### src/rtl/quantum_scheduler_if.sv
// Control-unit / PC-register side of the quantum scheduler.
// The control unit drives the master side and the scheduler implements the slave side.
interface quantum_scheduler_if #(
    parameter int NPROC = 4,
    parameter int QW    = 16
);
    localparam int IDW = $clog2(NPROC);

    logic             enable;
    logic             step;
    logic             halt;
    logic [31:0]      pc_cur;
    logic             quantum_load;
    logic [QW-1:0]    quantum_val;
    logic             proc_start;
    logic [IDW-1:0]   start_id;
    logic [31:0]      start_pc;
    logic             proc_exit;

    logic             pc_load;
    logic [31:0]      pc_next;
    logic [IDW-1:0]   proc_id;
    logic [NPROC-1:0] active_mask;
    logic             busy;
    logic             idle;
    logic [QW-1:0]    q_count;

    modport master (
        output enable, step, halt, pc_cur, quantum_load, quantum_val,
               proc_start, start_id, start_pc, proc_exit,
        input  pc_load, pc_next, proc_id, active_mask, busy, idle, q_count
    );

    modport slave (
        input  enable, step, halt, pc_cur, quantum_load, quantum_val,
               proc_start, start_id, start_pc, proc_exit,
        output pc_load, pc_next, proc_id, active_mask, busy, idle, q_count
    );
endinterface

### src/rtl/quantum_scheduler.sv
// Round-robin preemptive scheduler: counts retired instructions, saves the PC of the
// expiring process, picks the next active slot and strobes a one-cycle PC load.
module quantum_scheduler #(
    parameter int NPROC = 4,
    parameter int QW    = 16,
    parameter int QDEF  = 100
) (
    input logic                 clk,
    input logic                 reset_n,
    quantum_scheduler_if.slave  bus
);
    localparam int IDW = $clog2(NPROC);

    typedef enum logic [2:0] {
        IDLE,
        RUN,
        SAVE,
        PICK,
        LOAD
    } state_t;

    state_t           state;
    state_t           state_nx;

    logic [IDW-1:0]   proc_id_q;
    logic [NPROC-1:0] active_q;
    logic [31:0]      pc_table [NPROC];
    logic [31:0]      pc_saved;
    logic [31:0]      pc_next_q;
    logic [QW-1:0]    quantum_q;
    logic [QW-1:0]    q_count_q;

    logic             count_en;
    logic             expire;
    logic             pick_hit;
    logic [IDW-1:0]   pick_id;
    logic [IDW-1:0]   cand;
    logic             start_fwd;

    // A quantum of zero never expires; ">=" lets a freshly shrunk quantum expire on the next step.
    always_comb begin
        count_en = bus.step && bus.enable && !bus.halt;
        expire   = count_en && (quantum_q != '0) && (q_count_q >= quantum_q - QW'(1));
    end

    // Search starts one past the running slot and wraps around to the running slot last.
    always_comb begin
        pick_hit = 1'b0;
        pick_id  = proc_id_q;
        cand     = proc_id_q;
        for (int i = 1; i <= NPROC; i++) begin
            cand = proc_id_q + IDW'(i);
            if (!pick_hit && active_q[cand]) begin
                pick_hit = 1'b1;
                pick_id  = cand;
            end
        end
    end

    assign start_fwd = bus.proc_start && (bus.start_id == pick_id);

    always_ff @(posedge clk or negedge reset_n) begin
        if (!reset_n) begin
            state <= RUN;
        end else begin
            state <= state_nx;
        end
    end

    always_comb begin
        state_nx = state;
        unique case (state)
            IDLE: begin
                if (bus.proc_start || (active_q != '0)) begin
                    state_nx = PICK;
                end
            end
            RUN: begin
                if (bus.proc_exit) begin
                    state_nx = PICK;
                end else if (expire) begin
                    state_nx = SAVE;
                end
            end
            SAVE: state_nx = PICK;
            PICK: state_nx = pick_hit ? LOAD : IDLE;
            LOAD: state_nx = RUN;
            default: state_nx = RUN;
        endcase
    end

    // The proc_start write is placed last so it overrides a same-edge save or exit clear.
    always_ff @(posedge clk or negedge reset_n) begin
        if (!reset_n) begin
            proc_id_q <= '0;
            active_q  <= NPROC'(1);
            for (int i = 0; i < NPROC; i++) begin
                pc_table[i] <= '0;
            end
            pc_saved  <= '0;
            pc_next_q <= '0;
            quantum_q <= QW'(QDEF);
            q_count_q <= '0;
        end else begin
            if (bus.quantum_load) begin
                quantum_q <= bus.quantum_val;
            end

            unique case (state)
                RUN: begin
                    if (bus.proc_exit) begin
                        active_q[proc_id_q] <= 1'b0;
                        q_count_q           <= '0;
                    end else if (expire) begin
                        q_count_q <= '0;
                        pc_saved  <= bus.pc_cur;
                    end else if (count_en) begin
                        q_count_q <= q_count_q + QW'(1);
                    end
                end
                SAVE: begin
                    pc_table[proc_id_q] <= pc_saved;
                end
                PICK: begin
                    if (pick_hit) begin
                        proc_id_q <= pick_id;
                        pc_next_q <= start_fwd ? bus.start_pc : pc_table[pick_id];
                    end
                end
                LOAD: begin
                    q_count_q <= '0;
                end
                default: ;
            endcase

            if (bus.proc_start) begin
                pc_table[bus.start_id] <= bus.start_pc;
                active_q[bus.start_id] <= 1'b1;
            end
        end
    end

    assign bus.pc_load     = (state == LOAD);
    assign bus.busy        = (state == SAVE) || (state == PICK) || (state == LOAD);
    assign bus.idle        = (state == IDLE);
    assign bus.pc_next     = pc_next_q;
    assign bus.proc_id     = proc_id_q;
    assign bus.active_mask = active_q;
    assign bus.q_count     = q_count_q;

endmodule

### src/flat_wrapper.sv
// flat-port wrapper written by rule: the top's interface ports become plain ports
module quantum_scheduler_flat 
#(
    parameter int NPROC = 4,
    parameter int QW    = 16,
    parameter int QDEF  = 100
)
  (clk, reset_n, bus_enable, bus_step, bus_halt, bus_pc_cur, bus_quantum_load, bus_quantum_val, bus_proc_start, bus_start_id, bus_start_pc, bus_proc_exit, bus_pc_load, bus_pc_next, bus_proc_id, bus_active_mask, bus_busy, bus_idle, bus_q_count);
  quantum_scheduler_if #(.NPROC(NPROC), .QW(QW)) bus_i ();
  input logic clk;
  input logic reset_n;
  input wire logic [$bits(bus_i.enable)-1:0] bus_enable;
  input wire logic [$bits(bus_i.step)-1:0] bus_step;
  input wire logic [$bits(bus_i.halt)-1:0] bus_halt;
  input wire logic [$bits(bus_i.pc_cur)-1:0] bus_pc_cur;
  input wire logic [$bits(bus_i.quantum_load)-1:0] bus_quantum_load;
  input wire logic [$bits(bus_i.quantum_val)-1:0] bus_quantum_val;
  input wire logic [$bits(bus_i.proc_start)-1:0] bus_proc_start;
  input wire logic [$bits(bus_i.start_id)-1:0] bus_start_id;
  input wire logic [$bits(bus_i.start_pc)-1:0] bus_start_pc;
  input wire logic [$bits(bus_i.proc_exit)-1:0] bus_proc_exit;
  output wire logic [$bits(bus_i.pc_load)-1:0] bus_pc_load;
  output wire logic [$bits(bus_i.pc_next)-1:0] bus_pc_next;
  output wire logic [$bits(bus_i.proc_id)-1:0] bus_proc_id;
  output wire logic [$bits(bus_i.active_mask)-1:0] bus_active_mask;
  output wire logic [$bits(bus_i.busy)-1:0] bus_busy;
  output wire logic [$bits(bus_i.idle)-1:0] bus_idle;
  output wire logic [$bits(bus_i.q_count)-1:0] bus_q_count;
  assign bus_i.enable = bus_enable;
  assign bus_i.step = bus_step;
  assign bus_i.halt = bus_halt;
  assign bus_i.pc_cur = bus_pc_cur;
  assign bus_i.quantum_load = bus_quantum_load;
  assign bus_i.quantum_val = bus_quantum_val;
  assign bus_i.proc_start = bus_proc_start;
  assign bus_i.start_id = bus_start_id;
  assign bus_i.start_pc = bus_start_pc;
  assign bus_i.proc_exit = bus_proc_exit;
  assign bus_pc_load = bus_i.pc_load;
  assign bus_pc_next = bus_i.pc_next;
  assign bus_proc_id = bus_i.proc_id;
  assign bus_active_mask = bus_i.active_mask;
  assign bus_busy = bus_i.busy;
  assign bus_idle = bus_i.idle;
  assign bus_q_count = bus_i.q_count;
  quantum_scheduler #(.NPROC(NPROC), .QW(QW), .QDEF(QDEF)) u_core (.clk(clk), .reset_n(reset_n), .bus(bus_i));
endmodule
### config.mk
export PLATFORM = sky130hd
export DESIGN_NAME = quantum_scheduler_flat
export DESIGN_NICKNAME = d
export VERILOG_FILES = /design/src/rtl/quantum_scheduler_if.sv /design/src/rtl/quantum_scheduler.sv /design/src/flat_wrapper.sv
export SDC_FILE = /design/constraint.sdc
export NUM_CORES = 1
export LEC_CHECK = 0
export CAP_MARGIN = 10
export CORE_MARGIN = 2
export CORE_UTILIZATION = 35
export CTS_CLUSTER_SIZE = 20
export DETAILED_ROUTE_END_ITERATION = 7
export GPL_TIMING_DRIVEN = 0
export PLACE_DENSITY_LB_ADDON = 0.05
export SKIP_CTS_REPAIR_TIMING = 1
export SLEW_MARGIN = 15
export SYNTH_ARGS = -nofsm -noshare
export SYNTH_HDL_FRONTEND = slang
export SYNTH_SLANG_ARGS = --single-unit
### constraint.sdc
create_clock -name clk -period 3.45 [get_ports clk]
set_input_delay 1.035 -clock clk [delete_from_list [all_inputs] [get_ports clk]]
set_output_delay 1.035 -clock clk [all_outputs]
set_load 0.1 [all_outputs]
## After elaboration in Yosys (flattened, before gate mapping)

Cells that the tools add are included.

- Memories: 0
- Memory bits (read-only): 0
- RAM bits: 0
- Input bits: 90
- Logic and storage cells: 115
- Output and inout bits: 57
- Latch bits: 0
- Register bits after elaboration: 233

- Div/mod/pow operators: 0
- Multiplexer cells: 44
- Multiply operators: 0
- $lt $le $gt $ge: 13
- $add $sub $neg: 5
- Bitwise operators: 7
- Reduce and logical (&&, ||, !) cells: 27
- Shift-type cells: 0
- Equality and inequality tests: 8

Operator list:

| operator | count |
|---|---|
| $bwmux 128 | 2 |
| $mux 128 | 2 |
| $mux 32 | 5 |
| $demux 32 s2 | 2 |
| $bmux 32 s2 | 1 |
| $mux 16 | 3 |
| $pmux 16 s2 | 1 |
| $add 16x1->16 const B | 1 |
| $ge 16x16->1 | 1 |
| $reduce_bool 16->1 | 1 |
| $sub 16x1->16 const B | 1 |
| $lt 2x3->1 const B | 5 |
| $logic_and 1x1->1 | 12 |
| $mux 3 | 4 |
| $mux 4 | 3 |
| $pmux 3 s4 | 1 |
| $mux 1 | 10 |
| $ge 3x3->1 const B | 3 |
| $not 2->3 | 3 |
| $bmux 1 s2 | 4 |
| $mux 2 | 4 |
| $eq 3x2->1 const B | 2 |
| $lt 3x1->1 const B | 2 |
| $reduce_and 2->1 | 3 |
| 20 further kinds | 28 |

## Logic depth before layout (Yosys ltp)

Gate-level depths: netlist of run 1.

- Depth in word-level cells: 18
- Depth in mapped cells: 14

## Least setup slack after synthesis of run 1

Ideal clock, no wire load.

- Path kind: flip-flop to output port
- From: reg u_core.state[1]
- To: out bus_busy
- Cell stages (with the launch flop): 5
- Buffers on the path: 1
- Data arrival time: 3.755 ns
- Setup slack: -1.340 ns
- Path through: dfrtp_1 -> clkbuf_1 -> nor3b_1 -> inv_1 -> nand2_1

- Elaborated cells between the ends (all ways): 5
- Classes of those cells: eq/ne: 3; reduce/logical: 2

RTL lines:

| item | line | text |
|---|---|---|
| from (decl) | quantum_scheduler.sv:22 | `state_t state;` |
| from (signal assigned) | quantum_scheduler.sv:66 | `state <= state_nx;` |
| $eq 3x3->1 | n/a |  |
| net bus_pc_load | flat_wrapper.sv:22 | `output wire logic [$bits(bus_i.pc_load)-1:0] bus_pc_load;` |
| $logic_or 1x1->1 | quantum_scheduler.sv:144 | `assign bus.busy = (state == SAVE) \|\| (state == PICK) \|\| (state == LOAD);` |
| to (decl) | flat_wrapper.sv:26 | `output wire logic [$bits(bus_i.busy)-1:0] bus_busy;` |

The timed path passes the listed nets, and every way through them passes these cells.

## Worst setup path after layout of run 1

- From: reg u_core.quantum_q[0]
- To: reg u_core.pc_saved[4]

- Word-level cells in the longest chain between the ends: 4
- Elaborated cells between the ends (all ways): 6
- Classes of those cells: add/sub: 1; order compare: 1; reduce/logical: 4

RTL lines:

| item | line | text |
|---|---|---|
| from (decl) | quantum_scheduler.sv:30 | `logic [QW-1:0] quantum_q;` |
| from (signal assigned) | quantum_scheduler.sv:102 | `quantum_q <= QW'(QDEF);` |
| from (signal assigned) | quantum_scheduler.sv:106 | `quantum_q <= bus.quantum_val;` |
| $sub 16x1->16 / $reduce_bool 16->1 (equally long branches) | quantum_scheduler.sv:43 | `expire = count_en && (quantum_q != '0) && (q_count_q >= quantum_q - QW'(1));` |
| $ge 16x16->1 / $logic_and 1x1->1 (equally long branches) | quantum_scheduler.sv:43 |  |
| $logic_and 1x1->1 * | quantum_scheduler.sv:43 |  |
| $reduce_and 3->1 (no line) * | n/a |  |
| to (signal assigned) | quantum_scheduler.sv:116 | `pc_saved <= bus.pc_cur;` |
| to (decl) | quantum_scheduler.sv:28 | `logic [31:0] pc_saved;` |

Mark *: on every way between the ends. The rest lies on a longest branch, timed or not.
A chain may end at the register's enable or synchronous reset.

==> impl.org, run 1 <==
** Min path
- Path category of the worst min-delay check :: in -> async

** Timing
- Measured against its own limit, the worst slew margin works out to 30.5%.
- Counting I/O delays and the setup requirement, the final critical path takes 3.43 ns.
- Least-Margin Pin Slew :: 1.04 ns
- Fin. max-slew vios :: 0
- Period Utilization, post-route :: 99.4%
- Derived from the worst setup path, the maximum achievable clock frequency is 292 MHz.
- The number of hold violations in the final report is 0.
- Setup violations remaining at the end of the flow were counted as 0.
- Setup repair after global routing missed its margin :: yes
- Setup total negative slack on the finished layout was measured at 0 ns.
- Final clock skew :: 0.00902 ns

** Detailed routing
- Drt wl/cell :: 20.9 µm
- The first TritonRoute pass finished after 6 iterations.
- Routed Antenna Nets :: 0
- Summed over all layers, the routed wires come to 38.9 mm.
- After the first detailed-routing iteration, the DRC count stood at 415.
- In the routed design, unresolved DRC markers number 0.
- After detailed routing, the number of vias per cell comes to 5.24.
- For this block, the via count after detailed routing is 9748.

** Synthesis
- Synthesized area :: 12600 µm²
- The Yosys step of the flow raised 0 warnings.
- After synthesis, the mean cell area works out to 10.6 µm².
- Among all flip-flop cells after synthesis, the most frequent one is sky130_fd_sc_hd__dfrtp_1.
- Proportion of register bits with asynchronous set or reset after synthesis :: 100%
- Synthesis produced a netlist with a net count of 1300.
- Cells after Synth :: 1188
- Sequential elements use 46.4% of the synthesized area.
- Counting flops and latches in the post-synthesis netlist gives 233.
- Count of distinct cell types in the synthesized netlist :: 63
- Number of enable-type register cells in the synthesized netlist :: 0

** Clock network
- The tree is rooted in a sky130_fd_sc_hd__clkbuf_16.
- The number of clock buffers added by TritonCTS is 28.
- At the later pin of the worst-skew pair, clock insertion delay measures 0.56 ns.
- Number of sinks on the clock net :: 233
- Clock-pin slew reported for the worst setup and hold paths after clock tree synthesis :: 0.06 ns
- CTS tree :: built
- Counting along the longest clock path gives a buffer depth of 3.
- CTS built an H-tree with a depth of 1.

** Die
- For this configuration, the core starts out at a cell density of 35.5%.
- Horizontal extent of the die :: 194 µm
- The die covers 37500 µm².
- Placeable core region :: 35500 µm²
- Top-level port count :: 147
- Placement Rows :: 69
- Measured along the y axis, the die boundary spans 194 µm.

** Flow run
- Max Cap Viol :: 0

** Power and ir drop
- Peak ir drop on the vdd network :: 0.690 mV
- Dividing total power by cell area gives a power density of 1040 nW/µm².
- Static Leakage :: 0.00661 µW

** Worst setup path
- Category of the worst setup path capture point :: flop
- Data arrives at the worst endpoint at 3.87 ns.
- Data on the critical path is required at its endpoint by 3.89 ns.
- Along the worst path, the maximum fanout reaches 5.
- Worst Path Class, Setup :: reg -> reg
- Critical path launch point type :: flop

** Final layout
- Area growth syn-to-layout :: 26.5%
- Final net count :: 1489
- Fill cell count :: 3395
- The number of antenna diodes in the final layout is 0.
- After the flow finishes, the layout carries non-filler instances totaling 1860.
- Sequential cell area :: 5840 µm²
- In the final layout, the multi-input gates occupy 6360 µm².
- Fraction of final layout cells with drive strength greater than 1 :: 13.4%

** Global routing
- GRT overflow :: 0
- The number of antenna violations at the first check in global routing was 0.
- Global-route wire length before repair :: 60.6 mm
- The number of global-route vias before repair came to 9905.
- Global-route usage over all layers :: 20.5%
- Largest net degree at the start of global routing :: 98

** Place
- Last weighted congestion value of the routability-driven placer :: 0.785
- Detail Placement HPWL :: 26.1 mm
- In this run, placement finished with an instance count of 1796.
- Port buffering added 145 buffers.

** Status
- Status :: finished, final reports clean
[cell families after synthesis]
group	share of synthesized area, %
DFF	46.4
xor gates and xnor gates	1.12
buffers and inverters	3.93
adders and majority gates	2.19
and+or+nand+nor	12.2
muxes	22.4
AOI/OAI and AO/OA	11.8
[synthesized netlist by cell type, types with 3 or more instances]
master | instances | area [µm²]
sky130_fd_sc_hd__a211o_1 | 7 | 61.3
sky130_fd_sc_hd__a211oi_1 | 3 | 22.5
sky130_fd_sc_hd__a21o_1 | 4 | 30.0
sky130_fd_sc_hd__a21oi_1 | 74 | 370
sky130_fd_sc_hd__a221o_1 | 27 | 270
sky130_fd_sc_hd__and2_1 | 46 | 288
sky130_fd_sc_hd__and4_1 | 7 | 61.3
sky130_fd_sc_hd__buf_2 | 23 | 115
sky130_fd_sc_hd__buf_6 | 11 | 124
sky130_fd_sc_hd__clkbuf_1 | 43 | 161
sky130_fd_sc_hd__dfrtp_1 | 228 | 5710
sky130_fd_sc_hd__dfstp_2 | 5 | 131
sky130_fd_sc_hd__ha_1 | 22 | 275
sky130_fd_sc_hd__inv_1 | 8 | 30.0
sky130_fd_sc_hd__mux2_2 | 47 | 529
sky130_fd_sc_hd__mux2i_1 | 224 | 2240
sky130_fd_sc_hd__nand2_1 | 119 | 447
sky130_fd_sc_hd__nand2b_1 | 8 | 50.1
sky130_fd_sc_hd__nand3_1 | 11 | 55.1
sky130_fd_sc_hd__nand4_1 | 5 | 31.3
sky130_fd_sc_hd__nor2_1 | 80 | 300
sky130_fd_sc_hd__nor2b_1 | 5 | 31.3
sky130_fd_sc_hd__nor3_1 | 20 | 100
sky130_fd_sc_hd__nor3b_1 | 6 | 45.0
sky130_fd_sc_hd__nor4_1 | 7 | 43.8
sky130_fd_sc_hd__o211ai_1 | 3 | 22.5
sky130_fd_sc_hd__o21a_1 | 5 | 37.5
sky130_fd_sc_hd__o21ai_0 | 76 | 380
sky130_fd_sc_hd__o22ai_1 | 11 | 68.8
sky130_fd_sc_hd__o311a_1 | 3 | 30.0
sky130_fd_sc_hd__xnor2_1 | 7 | 61.3
sky130_fd_sc_hd__xor2_1 | 6 | 52.6
[layout by cell type, fill, tap and decap left out, types with 8 or more instances in the layout]
cell	n
sky130_fd_sc_hd__clkbuf_1	44
sky130_fd_sc_hd__mux2i_1	224
sky130_fd_sc_hd__nand3_1	11
sky130_fd_sc_hd__nand2_1	118
sky130_fd_sc_hd__buf_4	10
sky130_fd_sc_hd__mux2_2	42
sky130_fd_sc_hd__clkbuf_16	29
sky130_fd_sc_hd__buf_2	20
sky130_fd_sc_hd__nor2_1	80
sky130_fd_sc_hd__nor3_1	17
sky130_fd_sc_hd__o21ai_0	76
sky130_fd_sc_hd__ha_1	21
sky130_fd_sc_hd__clkinv_2	9
sky130_fd_sc_hd__and2_1	46
sky130_fd_sc_hd__a21oi_1	74
sky130_fd_sc_hd__clkdlybuf4s50_1	141
sky130_fd_sc_hd__a221o_1	27
sky130_fd_sc_hd__dfrtp_1	226
sky130_fd_sc_hd__nand2b_1	8
sky130_fd_sc_hd__o22ai_1	11
sky130_fd_sc_hd__buf_6	13
[metal layers]
layer | vias up | GRT usage (%) | part of all wire, %
met5 | - | 0 | 0
met4 | 0 | 4.66 | 2.2
met3 | 44 | 2.89 | 4.0
met2 | 205 | 33.0 | 46
met1 | 4839 | 29.3 | 48
li1 | 4660 | - | -
[state kept, by name (all words and copies together) (netlist names)]
signal and flops:
u_core.pc_saved 32, u_core.bus.q_count 16, u_core.state 3, u_core.pc_table 128, u_core.bus.proc_id 2, u_core.quantum_q 16, u_core.bus.pc_next 32, u_core.bus.active_mask 4
[path summary, 6_finish.rpt]
kind	startpoint	endpoint	slack (ns)	cells after the start
hold reg to reg	u_core.quantum_q[14]	u_core.quantum_q[14]	0.55	1
setup reg to reg	u_core.quantum_q[0]	u_core.pc_saved[4]	0.02	15
min in group clk	u_core.quantum_q[14]	u_core.quantum_q[14]	0.55	1
hold / removal	reset_n	u_core.bus.q_count[3]	0.39	1
max in group asynchronous	reset_n	u_core.pc_table[12]	1.78	3
setup / recovery	u_core.quantum_q[0]	u_core.pc_saved[4]	0.02	15
[worst max-delay path, stage by stage (launching register included)]
cell	delay [ns]
sky130_fd_sc_hd__dfrtp_1	0.40
sky130_fd_sc_hd__buf_6	0.13
sky130_fd_sc_hd__nor4_4	0.35
sky130_fd_sc_hd__nand2_1	0.15
sky130_fd_sc_hd__nor3_2	0.15
sky130_fd_sc_hd__xnor2_1	0.16
sky130_fd_sc_hd__ha_1	0.28
sky130_fd_sc_hd__nand3_1	0.09
sky130_fd_sc_hd__nand2_1	0.05
sky130_fd_sc_hd__a211o_1	0.34
sky130_fd_sc_hd__o21a_1	0.18
sky130_fd_sc_hd__o211ai_1	0.20
sky130_fd_sc_hd__buf_6	0.21
sky130_fd_sc_hd__buf_12	0.14
sky130_fd_sc_hd__clkbuf_16	0.15
sky130_fd_sc_hd__mux2_2	0.32
[area by class of cell]
| cell class | instances | area share (%) |
|---|---|---|
| plain buffers | 83 | 3.14 |
| clock buffers | 36 | 4.96 |
| clock inverters | 16 | 1.23 |
| inverters | 8 | 0.189 |
| multi-input cells | 864 | 39.9 |
| flip-flops and latches | 233 | 36.7 |
| well taps | 461 | 3.62 |
| repair buffers | 159 | 10.3 |
[metrics by stage]
step	hold WS [ns]	total power, µW	setup slack (ns)	util (%)	area, µm²
4_1_cts	0.398	16700	-1.09	44.2	15700
2_1_floorplan	0.491	11000	-0.220	-	12600
6_report	0.388	16500	0.0197	44.9	15900
3_3_place_gp	0.546	13300	-10.51	41.2	14600
5_1_grt	0.413	17500	-0.140	44.9	15900
3_5_place_dp	0.549	13400	-1.07	41.4	14700
[power by group]
part	switching [µW]	total, µW	leakage, µW	internal, µW
clock network	1240	3150	0.000489	1910
logic	5400	8670	0.00335	3280
registers	869	4710	0.00277	3840
(Power assumes the default switching activity.)
==> run 2, diff against run 1 <==
TNS_END_PERCENT = 20   (was not set)
==> run 2 against run 1 <==
- worst setup slack better by 0.031 ns
- global-route usage hardly changed
- clock-buffer cell count rose by 6
- critical path type unchanged
- highest routed layer unchanged
==> impl.org, run 2 (synthesized netlist as in run 1, its figures left out) <==
** Global routing
- Vias in the first global route :: 9925
- Entering global routing, the biggest net connects 99 pins.
- The number of antenna violations at the first check in global routing is 0.
- Global-route usage over all layers :: 20.5%
- GRT overflow :: 0
- The first global-routing pass estimated 60.5 mm of wire.

** Worst setup path
- The largest single stage delay on the critical path is 0.39 ns.
- Data required time at the worst endpoint :: 3.88 ns
- The number of cells on the worst reg-to-reg path is 15.
- Worst path arrival time :: 3.83 ns
- The cell that appears most often on the critical path is sky130_fd_sc_hd__buf_4.
- Worst Path Class, Setup :: reg -> reg
- The worst setup path is launched from a flop.
- The worst register-to-register path has a setup slack of 0.05 ns.
- The signal on the critical path passes through buf_6 -> nor4_4 -> buf_4 -> nand2b_4 -> xor2_1 -> ha_1 -> a211oi_2 -> nand2_1 -> o221a_4 -> o21a_1 -> o211ai_1 -> buf_4 -> buf_12 -> clkbuf_16 -> mux2_4.
- The worst setup path is captured at a flop.
- Of all nets on the critical path, the largest fanout is 5.
- Among all stages on the critical path, the largest delay is contributed by sky130_fd_sc_hd__dfrtp_1.

** Power and ir drop
- Static Leakage :: 0.00659 µW
- PwrDens :: 1040 nW/µm²
- The worst-case IR drop observed on VDD is 0.710 mV.

** Place
- Number of input and output port buffers inserted :: 145
- At the end of routability-driven placement, the weighted congestion stood at 0.792.
- Cell Count Post-Placement :: 1796
- Detail Placement HPWL :: 25.9 mm

** Final layout
- Total inserted antenna cells :: 0
- The register with the most flip-flops in the layout has 128 of them.
- The post-route netlist has 12.8% of its cells at a drive strength greater than 1.
- Area growth syn-to-layout :: 26.2%
- Most used cells in the layout excluding fill and tap cells :: sky130_fd_sc_hd__dfrtp_1 (228), sky130_fd_sc_hd__mux2i_1 (224), sky130_fd_sc_hd__clkdlybuf4s50_1 (141), sky130_fd_sc_hd__nand2_1 (118), sky130_fd_sc_hd__nor2_1 (80)
- Excluding fillers, the count of instances in the completed layout stands at 1858.
- For this run, the post-layout net count is 1487.
- Leaving out fill and tap cells, the most frequent cell in the layout is sky130_fd_sc_hd__dfrtp_1.
- Counting the fill cells in the layout gives 3417.
- The register with the most flip-flops in the final layout is u_core.pc_table.

** Clock network
- CTS placed an instance of sky130_fd_sc_hd__clkbuf_16 at the clock tree root.
- After clock tree synthesis, the clock-pin slew on the worst setup and hold paths is 0.06 ns.
- Maximum level of the CTS H-tree :: 1
- Number of sinks on the clock net :: 233
- CTS tree :: built
- Max Root-Sink Buffers :: 3
- Number of clock buffers inserted by TritonCTS :: 29
- The clock reaches the later pin of the worst-skew pair after 0.56 ns.

** Flow run
- Max Cap Viol :: 0

** Timing
- Minimum clock period :: 3.40 ns
- Post-Route Hold Slack :: 0.413 ns
- Period Utilization, post-route :: 98.5%
- Fmax achieved :: 294 MHz
- Setup repair after global routing missed its margin :: yes
- For the final database, setup skew stands at 0.0102 ns.
- For the pin with the worst max-slew slack, the measured transition is 1.03 ns.
- Setup violators final :: 0
- The final count of pins violating max slew was 0.
- The number of hold violations in the final report came to 0.
- Slew headroom :: 31.3%

** Die
- The floorplan step set the die width to 194 µm.
- Once the floorplan was initialized, standard cells occupied 35.5% of the core.
- Chip height :: 194 µm
- The die covers 37500 µm².
- In this run the count of I/O pins placed on the die edge is 147.
- Placeable core region :: 35500 µm²
- In this run the core area contains 69 standard-cell rows.

** Detailed routing
- Via-per-instance ratio :: 5.22
- After detailed routing, the number of remaining DRC violations is 0.
- Drt wl/cell :: 21.0 µm
- Detailed routing inserted a total of 9690 vias.
- Final wirelength :: 39.0 mm
- The first routing iteration left 506 violations.
- The first detailed-routing pass ran for 5 iterations.
- In this run the remaining antenna-violating nets after routing total 0.

** Status
- Status :: finished, final reports clean

** Min path
- Path category of the worst min-delay check :: in -> async
## run 2: cell count changes in the layout (fill, tap and decap cells not counted), moves of 2 or more
cell	previous run	this run
sky130_fd_sc_hd__clkbuf_1	44	50
sky130_fd_sc_hd__mux2_2	42	37
sky130_fd_sc_hd__mux2_4	7	12
sky130_fd_sc_hd__clkinv_2	9	6
sky130_fd_sc_hd__buf_4	10	8
sky130_fd_sc_hd__buf_8	3	1
sky130_fd_sc_hd__dfrtp_1	226	228
sky130_fd_sc_hd__dfrtp_2	2	0
sky130_fd_sc_hd__nor3_2	2	4
## run 2: worst max-delay path: cells and delay by family, from the launching register on
kind	cells	cell delay, ns
AO/OA/AOI/OAI	4	0.87
XOR/XNOR	1	0.14
adder cells (fa/ha/maj)	1	0.32
buffers and inverters	5	0.80
flip-flops	1	0.39
multiplexers	1	0.29
AND/OR/NAND/NOR	3	0.47
## run 2: path summary, 6_finish.rpt
path | start | end
max | u_core.quantum_q[1] | u_core.pc_saved[30]
min | reset_n | u_core.bus.q_count[5]
max reg2reg | u_core.quantum_q[1] | u_core.pc_saved[30]
min reg2reg | u_core.quantum_q[10] | u_core.quantum_q[10]
max in group asynchronous | reset_n | u_core.bus.pc_next[10]
min in group clk | u_core.quantum_q[10] | u_core.quantum_q[10]
## run 2: area by class of cell
type	count	area [µm²]	share of cell area (%)
repair buffers	156	1620	10.2
clock inverters	11	136	0.858
clock buffers	42	825	5.19
well taps	461	577	3.63
flip-flops and latches	233	5840	36.7
inverters	8	30.0	0.189
multi-input cells	864	6380	40.1
plain buffers	83	492	3.09
## run 2: metrics by stage
stage                     setup slack [ns]  setup TNS [ns]  instance area (µm²)  utilization (%)  power (µW)
after CTS                           -0.981          -34.16                15600             44.1       16600
after global routing                -0.104           -2.08                15900             44.8       17500
final                               0.0505               0                15900             44.8       16500
after detailed placement            -0.952          -32.14                14700             41.4       13400
after global placement               -9.58        -2237.95                14600             41.2       13300
after floorplan                     -0.220           -2.61                12600                -       11000
## run 2: report_power, final
part           internal [µW]  switching, µW
combinational           3300           5380
clock                   1870           1230
sequential              3840            877
total                   9010           7480
## run 2: metal layers
| layer | global-route usage [%] | up-vias | part of all wire, % |
|---|---|---|---|
| met1 | 30.1 | 4772 | 49 |
| met5 | 0 | - | 0 |
| li1 | - | 4655 | - |
| met4 | 5.03 | 0 | 2.0 |
| met2 | 32.1 | 216 | 45 |
| met3 | 2.61 | 47 | 4.1 |
